File: config.mk
export PLATFORM = sky130hd
export DESIGN_NAME = display_scan_ctrl
export DESIGN_NICKNAME = d
export VERILOG_FILES = /design/src/rtl/display_scan_ctrl.sv
export SDC_FILE = /design/constraint.sdc
export NUM_CORES = 1
export LEC_CHECK = 0
export ABC_AREA = 0
export CORE_MARGIN = 2
export CORE_UTILIZATION = 35
export DETAILED_ROUTE_END_ITERATION = 8
export SYNTH_ARGS = -nofsm -noshare
export SYNTH_HDL_FRONTEND = slang
export SYNTH_SLANG_ARGS = --single-unit
export TNS_END_PERCENT = 5
File: constraint.sdc
create_clock -name clk -period 3.6 [get_ports clk]
set_input_delay 0.72 -clock clk [delete_from_list [all_inputs] [get_ports clk]]
set_output_delay 0.72 -clock clk [all_outputs]
set_load 0.1 [all_outputs]
File: src/rtl/display_scan_ctrl.sv
// rtl/display_scan_ctrl.sv - 4-digit 7-segment scan controller with dead time, blink and frame snapshot
module display_scan_ctrl #(
    parameter int SCAN_DIV  = 50000,
    parameter int BLANK_CYC = 4
) (
    input  logic       clk,
    input  logic       rst_n,
    input  logic       en,
    input  logic       adj,
    input  logic       blink,
    input  logic [3:0] blink_mask,
    input  logic [3:0] min_l,
    input  logic [3:0] min_r,
    input  logic [3:0] sec_l,
    input  logic [3:0] sec_r,
    output logic [3:0] an,
    output logic [6:0] seg,
    output logic       dp,
    output logic       frame_done
);

    localparam int CW = (SCAN_DIV > 1) ? $clog2(SCAN_DIV) : 1;
    localparam logic [CW-1:0] BLANK_LAST = CW'(BLANK_CYC - 1);
    localparam logic [CW-1:0] SLOT_LAST  = CW'(SCAN_DIV - 1);

    typedef enum logic [1:0] {IDLE, BLANK, SHOW} state_t;

    state_t         state_q, state_d;
    logic [1:0]     idx_q, idx_d;
    logic [CW-1:0]  cnt_q, cnt_d;
    logic [15:0]    shadow_q, shadow_d;
    logic           snap;
    logic [3:0]     digit;
    logic           blanked;
    logic [3:0]     an_d;
    logic [6:0]     seg_d;
    logic           dp_d;
    logic           frame_done_d;

    function automatic logic [6:0] decode(input logic [3:0] d);
        case (d)
            4'd0:    decode = 7'b1000000;
            4'd1:    decode = 7'b1111001;
            4'd2:    decode = 7'b0100100;
            4'd3:    decode = 7'b0110000;
            4'd4:    decode = 7'b0011001;
            4'd5:    decode = 7'b0010010;
            4'd6:    decode = 7'b0000010;
            4'd7:    decode = 7'b1111000;
            4'd8:    decode = 7'b0000000;
            4'd9:    decode = 7'b0010000;
            default: decode = 7'b1111111;
        endcase
    endfunction

    always_comb begin
        state_d      = state_q;
        idx_d        = idx_q;
        cnt_d        = cnt_q;
        snap         = 1'b0;
        frame_done_d = 1'b0;
        if (!en) begin
            state_d = IDLE;
            idx_d   = 2'd0;
            cnt_d   = '0;
        end else begin
            case (state_q)
                IDLE: begin
                    state_d = BLANK;
                    idx_d   = 2'd0;
                    cnt_d   = '0;
                end
                BLANK: begin
                    cnt_d = cnt_q + 1'b1;
                    snap  = (cnt_q == '0) && (idx_q == 2'd0);
                    if (cnt_q == BLANK_LAST) state_d = SHOW;
                end
                SHOW: begin
                    if (cnt_q == SLOT_LAST) begin
                        state_d      = BLANK;
                        cnt_d        = '0;
                        idx_d        = idx_q + 2'd1;
                        frame_done_d = (idx_q == 2'd3);
                    end else begin
                        cnt_d = cnt_q + 1'b1;
                    end
                end
                default: begin
                    state_d = IDLE;
                    idx_d   = 2'd0;
                    cnt_d   = '0;
                end
            endcase
        end
    end

    // Outputs are registered from the next-state view so they line up with state_q.
    always_comb begin
        shadow_d = snap ? {min_l, min_r, sec_l, sec_r} : shadow_q;
        case (idx_d)
            2'd0:    digit = shadow_d[15:12];
            2'd1:    digit = shadow_d[11:8];
            2'd2:    digit = shadow_d[7:4];
            default: digit = shadow_d[3:0];
        endcase
        blanked = adj && !blink && blink_mask[2'd3 - idx_d];
        an_d    = 4'b1111;
        seg_d   = 7'b1111111;
        dp_d    = 1'b1;
        if (state_d == SHOW) begin
            an_d = ~(4'b1000 >> idx_d);
            if (!blanked) begin
                seg_d = decode(digit);
                dp_d  = (idx_d != 2'd1);
            end
        end
    end

    always_ff @(posedge clk or negedge rst_n) begin
        if (!rst_n) begin
            state_q    <= IDLE;
            idx_q      <= 2'd0;
            cnt_q      <= '0;
            shadow_q   <= '0;
            an         <= 4'b1111;
            seg        <= 7'b1111111;
            dp         <= 1'b1;
            frame_done <= 1'b0;
        end else begin
            state_q    <= state_d;
            idx_q      <= idx_d;
            cnt_q      <= cnt_d;
            shadow_q   <= shadow_d;
            an         <= an_d;
            seg        <= seg_d;
            dp         <= dp_d;
            frame_done <= frame_done_d;
        end
    end

endmodule

# --- Yosys cells after proc, flatten, opt, wreduce, memory -nomap -nowiden ---
# Memories as Yosys holds them, arrays and structs flattened.
# Cells that the tools add are included.
classes:
  n_shift: 1
  n_lt_le_gt_ge: 1
  n_eq_ne: 9
  addsub: 3
  reduce_logical: 8
  n_bitwise: 1
  n_mux: 24
op_table:
  columns: ["cell", "n"]
  rows:
  - ["$mux W16", 3]
  - ["$pmux W16 S2", 1]
  - ["$add A16 B1 Y16 const B", 1]
  - ["$eq A16 B16 Y1 const B", 1]
  - ["$eq A16 B2 Y1 const B", 1]
  - ["$logic_not A16 Y1", 1]
  - ["$mux W7", 2]
  - ["$pmux W4 S3", 1]
  - ["$mux W2", 5]
  - ["$eq A2 B2 Y1 const B", 4]
  - ["$mux W1", 8]
  - ["$logic_not A2 Y1", 3]
  - ["$pmux W2 S3", 1]
  - ["$eq A2 B1 Y1 const B", 2]
  - ["$mux W4", 1]
  - ["$not A4 Y4", 1]
  - ["$pmux W2 S2", 1]
  - ["$shr A4 B2 Y4 const A", 1]
  - ["$logic_and A1 B1 Y1", 3]
  - ["$lt A2 B3 Y1 const B", 1]
  - ["$add A2 B1 Y2 const B", 1]
  - ["$bmux W1 S2", 1]
  - ["$ne A2 B1 Y1 const B", 1]
  - ["$sub A2 B2 Y2 const A", 1]
  - ["$logic_not A1 Y1", 1]
word_totals:
  input_bits: 25
  rom_bits: 112
  word_cells: 56
  reg_bits: 49
  memories: 1
  out_inout_bits: 13
mem_list:
  columns: ["memory", "depth", "width", "read_ports", "rd_ports_with_merged_regs", "wr", "line_no", "rtl"]
  rows:
  - ["(no name shown)", 16, 7, 1, 0, 0, "41", "case (d)"]

# --- Longest topological paths before layout ---
logic_depth:
  word_depth: 10
  depth_mapped: 15
  mapped_depth_nobuf: 14

# --- Worst setup path after synthesis ---
# OpenSTA, ideal clock, no wires.
synth_timing:
  kind: "register to register"
  startpoint: "register cnt_q[0]"
  endpoint: "register seg[3]"
  setup_time_ps: 94
  synth_period_minus_slack_ps: 3007
  arrival_ps: 2913
  setup_slack_ps: 593
  required_ps: 3506
  path_stages_with_launch: 14
  path_buffers: 2
  cell_sequence: "dfrtp_1 > ha_1 > buf_2 > and4_4 > and4_4 > a221oi_2 > nand2b_4 > buf_6 > mux2i_1 > mux2i_2 > inv_1 > ha_1 > and2_4 > o311ai_2"
synth_between:
  elab_chain_cells: 10
  word_cells_on_any_way: 26
  cone_classes: "add/sub (1); eq/ne (5); mux (15); reduce/logical (4); memory (1)"
synth_lines:
  columns: ["element", "line_no", "rtl"]
  rows:
  - ["from (decl)", "30", "logic [CW-1:0] cnt_q, cnt_d;"]
  - ["from (signal assigned)", "132", "cnt_q <= cnt_d;"]
  - ["branches (longest 9 deep; another with $mem_v2 Z16 W7)", null, null]
  - ["$mux W7 *", "110", "if (state_d == SHOW) begin"]
  - ["named net seg_d[3]", "36", "logic [6:0] seg_d;"]
  - ["to (signal assigned)", "135", "seg <= seg_d;"]
  - ["to (decl)", "17", "output logic [6:0] seg,"]
# Mark *: on every way through the listed nets, which the timed path passes. The select of a mux whose other input is x is not followed.

# --- Final worst setup path ---
layout_timing:
  startpoint: "register cnt_q[0]"
  endpoint: "register seg[3]"
layout_between:
  elab_chain_cells: 10
  word_cells_on_any_way: 26
  cone_classes: "add/sub (1); eq/ne (5); mux (15); reduce/logical (4); memory (1)"
layout_lines:
  columns: ["element", "line_no", "rtl"]
  rows:
  - ["$eq A16 B16 Y1 *", "79", "if (cnt_q == SLOT_LAST) begin"]
  - ["$mux W2 *", "79", null]
  - ["$pmux W2 S2 *", "67", "case (state_q)"]
  - ["$mux W2 *", "62", "if (!en) begin"]
  - ["named net idx_d[1]", "29", "logic [1:0] idx_q, idx_d;"]
  - ["branches (longest 4 deep; another with $mem_v2 Z16 W7)", null, null]
  - ["$mux W7 *", "112", "if (!blanked) begin"]
  - ["$mux W7 *", "110", null]
  - ["named net seg_d[3]", "36", null]
# Marked as above.

==> reports/metrics.cfg <==
[logic_synthesis]
synthXorXnorAreaFrac_pct=5.05
synth_area_leaders=dfrtp_1, dfstp_2, mux2_2, ha_1, mux2i_1
ys_seq_area_share_pct=47.7
yosysTopAreaCellShare_pct=35.6
synthMuxAreaShare_pct=13.3
synth-async-reset-ratio_pct=100
ys_seq_elements=49
yosys.area_share.simple_pct=15.9
synth_top_family_by_area=simple AND/OR/NAND/NOR gates
synth_top_flop_cell=dfrtp_1
synthCells=228
syn_area_per_cell_um2=11.4
synthTopCellsByCount=dfrtp_1, nor2_1, mux2_2
synth_compound_area_share_pct=8.07
synth_edf_count=0
yosys_warnings=0
syn_nets=266
synth_top_area_cell=dfrtp_1
synthDistinctLibCells=49
synth_most_common_cell=dfrtp_1
syn-cell-area_mm2=0.00260
synthAdderAreaFrac_pct=6.25

[final_layout]
final_area_mm2=0.00321
drive_gt1_share_pct=21.9
area_growth_pct=23.4
n_antenna_cell=0
layout.nets=311
multi_input_area_mm2=0.00126
register_area_mm2=0.00124
nFillCells=710

[sta]
drv_slew=0
skew_ps=10.3
worst_slew_pin_slew_ps=1070
timing_hold_violations_final=0
fmax_mhz=323
post-route-period-util_pct=86.0
setup_viol=0
slew_headroom_pct=28.5
grt_setup_unrepaired=false
tns_ps=0
period_needed_ps=3100

[worst_setup_path]
setup.worst_path.class=flip-flop to flip-flop
reg2reg_depth=11
required_ps=3820
startpoint_type=flip-flop
end_kind=flip-flop
crit_arrival_ps=3320
reg2reg_from=cnt_q[0]
crit_start=cnt_q[0]
crit_fanout=7

[die]
die_w_um=90.3
coreArea_mm2=0.00721
fp.dieH_um=90.3
die_area_mm2=0.00815
rows=31
start_util_pct=36.1
ios=38

[grt]
grt_pass1_vias=1806
grt-ovfl-total=0
antenna_found_initial=0
grt_pass1_wl_um=8690
track_usage_pct=13.4
grt_max_degree=50

[route]
dr.pass1.iters=4
vias_per_cell=4.81
wl_um=5040
vias=1795
drt-initial-drc-count=58
wl_per_cell_um=13.5
drc_errors=0
detail-route-antenna-nets=0

[cts]
cts_resized=0
cts-root-buf=clkbuf_8
cts_sinks=49
cts_setup_buffers=0
cts_tree=built
cts.hold.buffers_added=0
insertion_delay_ps=300
numCtsBuffers=5
clk_pin_slew_ps=100
clk_path_buf_depth=2
htreeDepth=2

[placed_design]
gp_congestion=0.788
dpl_cell_area_mm2=0.00310
hpwl_um=3700
io_buffers=37

[pwr]
pwr_density_cell_mw_per_mm2=380
p_leak_nw=1.35
ir_worst_vdd_uv=189

[worst_hold_path]
hold_start=shadow_q[15]
hp-class=flip-flop to flip-flop
hold_depth=2

[job]
max_cap_violations=0

[run_status]
outcome=finished, final reports clean

## per-stage QoR
step | utilization [%] | setup WS, ps | hold WS [ps] | total power, mW | cells
after floorplan | - | 593 | 424 | 0.764 | 228
after global placement | 43.0 | 305 | 472 | 0.834 | 365
after global routing | 44.5 | 277 | 516 | 1.30 | 373
final | 44.5 | 503 | 497 | 1.22 | 373
after CTS | 44.5 | 484 | 505 | 1.24 | 373
after detailed placement | 43.0 | 282 | 483 | 0.839 | 365
## routing by layer
layer	GRT usage (%)	vias to the layer above	share of wire [%]
met2	19.9	31	46
li1	-	881	-
met5	0	-	0
met3	3.34	2	2.8
met4	4.23	0	0.83
met1	19.2	881	50
## cell usage in the layout (no fill, tap or decap), types with 2 or more instances in the layout
master / netlist / final
dfrtp_1: 37 / 37
clkdlybuf4s50_1: 0 / 33
nor2_1: 24 / 24
mux2_2: 17 / 17
inv_1: 14 / 14
ha_1: 13 / 13
dfstp_2: 12 / 12
nand2_1: 11 / 11
mux2i_1: 11 / 11
nand3_1: 11 / 11
xor2_1: 11 / 11
buf_4: 0 / 8
and2_1: 5 / 5
clkbuf_8: 0 / 5
o21ai_0: 4 / 4
nand4_1: 4 / 4
xnor2_1: 4 / 4
and4_1: 3 / 3
o211ai_1: 3 / 3
nor3_1: 2 / 2
and4_4: 2 / 2
a22oi_1: 2 / 2
and3_1: 2 / 2
a21oi_1: 2 / 2
o22ai_1: 2 / 2
nand2b_1: 2 / 2
nor4b_1: 2 / 2
mux2_4: 2 / 2
## flip-flops by register name, indices dropped and copies added, names as in the netlist
name / count
seg: 7
idx_q: 2
frame_done: 1
state_q: 2
shadow_q: 16
an: 4
cnt_q: 16
dp: 1
## power breakdown
group	switching [mW]	internal [mW]	leakage (nW)	total [mW]
Sequential	0.0116	0.591	0.607	0.603
Combinational	0.109	0.114	0.687	0.223
Clock	0.186	0.209	0.0554	0.394
## cell type report
class / instances / share of cell area [%]
clock buffers: 6 / 2.26
clock inverters: 2 / 1.21
inverters: 15 / 1.75
well taps: 99 / 3.86
repair buffers: 43 / 12.9
flip-flops and latches: 49 / 38.6
multi-input cells: 159 / 39.3
## worst max-delay path: stages, from the launching register on
cell      delay [ps]
dfrtp_1          420
ha_1             330
and4_4           270
and4_4           260
mux2i_1          270
nand2_2           80
inv_1            250
mux2i_2          320
inv_1            120
ha_1             310
and2_4           140
o311ai_2         240
## final timing paths
path | end | slack (ps)
max | seg[3] | 500
min | shadow_q[15] | 500
max reg2reg | seg[3] | 500
min reg2reg | shadow_q[15] | 500
max in group asynchronous | frame_done | 2330
min in group asynchronous | cnt_q[5] | 600
## cell families (layout without fill, tap and decap cells)
| group | Yosys count | in the layout |
|---|---|---|
| buf+inv | 20 | 66 |
| flops | 49 | 49 |
| fa+ha+maj | 13 | 13 |
| simple gates | 75 | 75 |
| mux | 31 | 31 |
| compound gates | 25 | 25 |
| xor+xnor | 15 | 15 |
Note: power is estimated with default switching activity, not from simulation.
